**src/rtl/rf_wb_arbiter.sv**
```systemverilog
// rf_wb_arbiter: two-port register-file writeback arbiter with B starvation guard and write forwarding
module rf_wb_arbiter #(
  parameter int STARVE_LIMIT = 3
) (
  input  logic        clk,
  input  logic        rst,
  input  logic        a_valid,
  input  logic [4:0]  a_rd,
  input  logic [31:0] a_data,
  output logic        a_ready,
  input  logic        b_valid,
  input  logic [4:0]  b_rd,
  input  logic [31:0] b_data,
  output logic        b_ready,
  output logic        RegWrite,
  output logic [4:0]  WriteReg,
  output logic [31:0] WriteData,
  input  logic [4:0]  rs1,
  input  logic [4:0]  rs2,
  input  logic [31:0] ReadData1,
  input  logic [31:0] ReadData2,
  output logic [31:0] FwdData1,
  output logic [31:0] FwdData2,
  output logic        b_starved
);
  localparam int CW = (STARVE_LIMIT < 1) ? 1 : $clog2(STARVE_LIMIT + 1);
  localparam logic [CW-1:0] LIM = CW'(STARVE_LIMIT);
  logic [CW-1:0] r_cnt;
  logic [CW-1:0] w_cnt_nxt;
  logic          r_starved;
  logic          r_wr;
  logic [4:0]    r_rd;
  logic [31:0]   r_data;
  logic          w_acc;
  logic [4:0]    w_rd;
  logic [31:0]   w_data;
  // A wins by default; B wins when alone or once it has been stalled STARVE_LIMIT cycles
  always_comb begin
    a_ready   = rst && a_valid && !(b_valid && r_starved);
    b_ready   = rst && b_valid && (!a_valid || r_starved);
    w_acc     = a_ready || b_ready;
    w_rd      = b_ready ? b_rd : a_rd;
    w_data    = b_ready ? b_data : a_data;
    w_cnt_nxt = (b_valid && !b_ready) ? ((r_cnt == LIM) ? r_cnt : r_cnt + CW'(1)) : '0;
  end
  // in-flight write bypasses the register file read; x0 always reads as zero
  always_comb begin
    FwdData1 = (rs1 == 5'd0) ? '0 : (r_wr && r_rd == rs1) ? r_data : ReadData1;
    FwdData2 = (rs2 == 5'd0) ? '0 : (r_wr && r_rd == rs2) ? r_data : ReadData2;
  end
  // launch register and starvation counter; starved flag is precomputed so it aligns with the forced grant
  always_ff @(posedge clk) begin
    if (!rst) begin
      r_wr      <= 1'b0;
      r_rd      <= '0;
      r_data    <= '0;
      r_cnt     <= '0;
      r_starved <= 1'b0;
    end else begin
      r_wr      <= w_acc && (w_rd != 5'd0);
      r_rd      <= w_rd;
      r_data    <= w_data;
      r_cnt     <= w_cnt_nxt;
      r_starved <= (w_cnt_nxt == LIM);
    end
  end
  assign RegWrite  = r_wr;
  assign WriteReg  = r_rd;
  assign WriteData = r_data;
  assign b_starved = r_starved;
endmodule

```
**config.mk**
```make
export PLATFORM = sky130hd
export DESIGN_NAME = rf_wb_arbiter
export DESIGN_NICKNAME = d
export VERILOG_FILES = /design/src/rtl/rf_wb_arbiter.sv
export SDC_FILE = /design/constraint.sdc
export NUM_CORES = 1
export LEC_CHECK = 0
export CAP_MARGIN = 20
export CORE_AREA = 2 2 99 101
export CTS_CLUSTER_DIAMETER = 30
export DETAILED_ROUTE_END_ITERATION = 16
export DIE_AREA = 0 0 101 103
export DONT_BUFFER_PORTS = 1
export HOLD_SLACK_MARGIN = 0.12
export PLACE_DENSITY = 0.43
export SKIP_LAST_GASP = 1
export SLEW_MARGIN = 20
export SYNTH_ARGS = -nofsm -noshare
export SYNTH_HDL_FRONTEND = slang
export SYNTH_SLANG_ARGS = --single-unit
export TNS_END_PERCENT = 20
```
**constraint.sdc**
```tcl
create_clock -name clk -period 3.3 [get_ports clk]
set_input_delay 0.33 -clock clk [delete_from_list [all_inputs] [get_ports clk]]
set_output_delay 0.33 -clock clk [all_outputs]
set_load 0.005 [all_outputs]
```
==> results.md <==
* Yosys warnings at 0
* Via/cell ratio at between 5 and 6
* Final critical-path required period at between 2 and 2.5 ns
* Critical Path, Cell by Cell: xor2_1 > nor4_4 > and2_1 > buf_4 > o21ai_0
* Setup Viol. Count Final at 0
* Final clock period utilization by the worst path at 75.7%
* Detailed-route via count at just over 3000
* Max stage delay on crit path at 0.49 ns
* Count of buffers inserted at the top-level ports at 0
* Clk slew on worst S/H paths at around 0.09 ns
* Ratio of cells with drive above 1 in the final layout at under 10%
* Register area share after synthesis at a little under a third
* Die width at around 100 um
* Global placer's final weighted congestion at approximately 0.84
* Unrepaired setup endpoints after global routing: false
* Post-detailed-route wirelength per cell at approximately 21 um
* Predominant post-synthesis flop cell: sky130_fd_sc_hd__dfxtp_1
* Data arrival time at the worst-slack endpoint at 2.17 ns
* Layout Area Growth over Synthesis at 7.67%
* Instance area after placement at between 2000 and 3000 sq um
* Antenna cells at 0
* CTS tree: built
* Area of all sequential standard cells at between 800 and 900 sq um
* Worst hold path type: in -> reg
* Placeable core area at between 9000 and 10000 sq um
* Clock latency at the later pin of the worst-skew pair at about 0.29 ns
* Multi-input gate area in the final layout at between 1500 and 2000 sq um
* Final number of hold-violating endpoints at 0
* Launching element type of the critical path: register
* Initial core utilization at approximately 29%
* Cell area after layout at between 2000 and 3000 sq um
* Remaining DRCs at 0
* Power per cell area at approximately 370 nW/um^2
* Slew at the pin with the worst max-slew slack at between 1 and 1.5 ns
* Leakage power summed over all cells at ~1.2 nW
* Count of boundary I/O pins at 257
* Via count of the first global-routing pass at between 2000 and 3000
* Total congestion overflow at 0
* Net count of the mapped netlist at ~580
* Worst vdd ir at 149 uV
* Required @ worst endpoint at approximately 3 ns
* Kind of critical path: reg -> out
* Maximum fanout count along the critical path at 18
* Fmax at roughly 400 MHz
* Clock buffers created by TritonCTS at 5
* Commonest cells after routing, fill and taps aside: 140 x sky130_fd_sc_hd__nand2_1, 64 x sky130_fd_sc_hd__nand4_1, 48 x sky130_fd_sc_hd__o21ai_0
* Pin count of the biggest net entering global routing at 54
* Status: completed
* Share of async-settable or async-resettable flops after synthesis at 0%
* Number of filler cells placed in the layout at 1084
* Accumulated negative setup slack at 0 ns
* Placed wire-length estimate at 7.80 mm
* Initial antenna violation count at 0
* Nets@finish at 558
* Number of buffers between clock root and the deepest sink at 2
* Slowest stage cell on the critical path: sky130_fd_sc_hd__and2_1
* Global-route wire length before repair at 15.0 mm
* Slew Limit Fails at 0
* Headroom to the max-slew limit at 30.7%
* PnR worst setup slack at 0.802 ns
* Number of synthesized register bits at 41
* Postcts setup bufs at 0
* Number of maximum-capacitance constraint violations at 0
* Cell chosen for the clock root: sky130_fd_sc_hd__clkbuf_8
* Number of distinct library cells after synthesis at 24
* Number of design-rule violations left by the first detailed-router iteration at approximately 100
* H-tree level count at 2
* GRT Resource Usage Total at approximately a fifth
* Count of nets left with antenna violations after detail routing at 0
* Mapped cell area at about 2700 sq um
* Commonest non-fill, non-tap cell in the layout: sky130_fd_sc_hd__nand2_1
* Worst Skew at about 0.0043 ns
* Number of search-and-repair iterations in the first detailed-routing pass at 4
* Worst-case hold slack at roughly 0.13 ns
* Die extent in y at between 100 and 150 um
* Total routed wirelength at ~11 mm
* Std-Cell Rows at 36
* TritonCTS sink count at 41
* Post-place setup slack at ~1.1 ns
* Gate count after technology mapping at about 430
* Mean cell area of the mapped netlist at between 6 and 7 sq um
* Die outline area at between 10000 and 15000 sq um
* Kind of end point of the critical path: output port
* Post-synth EDFFs at 0
==> routing by layer <==
| layer | vias up | GRT usage (%) | wire length, um |
|---|---|---|---|
| met3 | 13 | 5.49 | 1020 |
| met2 | 159 | 34.4 | 5570 |
| li1 | 1446 | - | - |
| met1 | 1423 | 21.3 | 4150 |
| met5 | - | 0 | 0 |
| met4 | 0 | 5.09 | 179 |
==> flip-flops by register name (all words and copies together), names as in the netlist <==
register   flops
WriteData     32
WriteReg       5
r_cnt          2
RegWrite       1
b_starved      1
==> synthesized netlist by cell type (all sizes together), types with 3 or more instances <==
master | count | area share, %
nand2 | 142 | 20
nand4 | 64 | 15
o21ai | 64 | 12
dfxtp | 41 | 30
nand3 | 33 | 6.1
clkbuf | 25 | 3.4
buf | 19 | 3.6
xor2 | 8 | 2.6
a21boi | 6 | 1.7
and2 | 4 | 0.92
nor3 | 4 | 0.73
nor2 | 3 | 0.41
==> kinds of logic (layout without fill, tap and decap cells) <==
group / count (synthesis) / in the layout / synth area share, %
buffers and inverters: 45 / 26 / 7.21
xor gates and xnor gates: 10 / 10 / 3.22
AOI/OAI and AO/OA: 72 / 72 / 14.0
DFF: 41 / 41 / 30.1
and+or+nand+nor: 258 / 258 / 45.5
==> path summary, 6_finish.rpt <==
check | slack, ns | depth (start not counted) | end | from
worst max-delay path | 0.80 | 5 | FwdData1[18] | WriteReg[3]
worst min-delay path | 0.13 | 2 | WriteData[6] | b_data[6]
worst max register to register | 1.50 | 6 | WriteData[8] | b_starved
worst min register to register | 0.48 | 2 | r_cnt[1] | r_cnt[0]
==> timing repair <==
item                      in CTS  in global routing
hold endpoints to repair       4                  3
hold buffers                   4                  3
gates resized for setup        0                  0
==> stage by stage <==
step                instances  power, mW  util, %
detailed placement        506      0.768     29.3
CTS                       518       1.12     30.7
global route              521       1.17     31.0
finish                    521       1.10     31.0
global placement          506      0.767     29.3
floorplan                 426      0.719        -
==> report_power, final <==
group	leakage [nW]	switching [mW]	internal (mW)
Sequential	0.342	0.0414	0.530
Clock	0.0364	0.186	0.148
Combinational	0.843	0.125	0.0646
Total	1.22	0.352	0.743
==> critical path, delay by kind of cell, from the launching register on <==
kind	cells	cell delay (ns)
AO/OA/AOI/OAI	1	0.17
flip-flops	1	0.36
XOR/XNOR	1	0.19
AND/OR/NAND/NOR	2	0.79
buffers and inverters	1	0.35
==> area by class of cell <==
cell class | instances | share of cell area (%)
Timing Repair Buffer | 17 | 5.38
Clock inverter | 3 | 0.768
Clock buffer | 5 | 2.35
Tap cell | 114 | 4.86
Sequential cell | 41 | 28.0
Inverter | 1 | 0.128
Multi-Input combinational cell | 340 | 58.5
(Power assumes the default switching activity.)
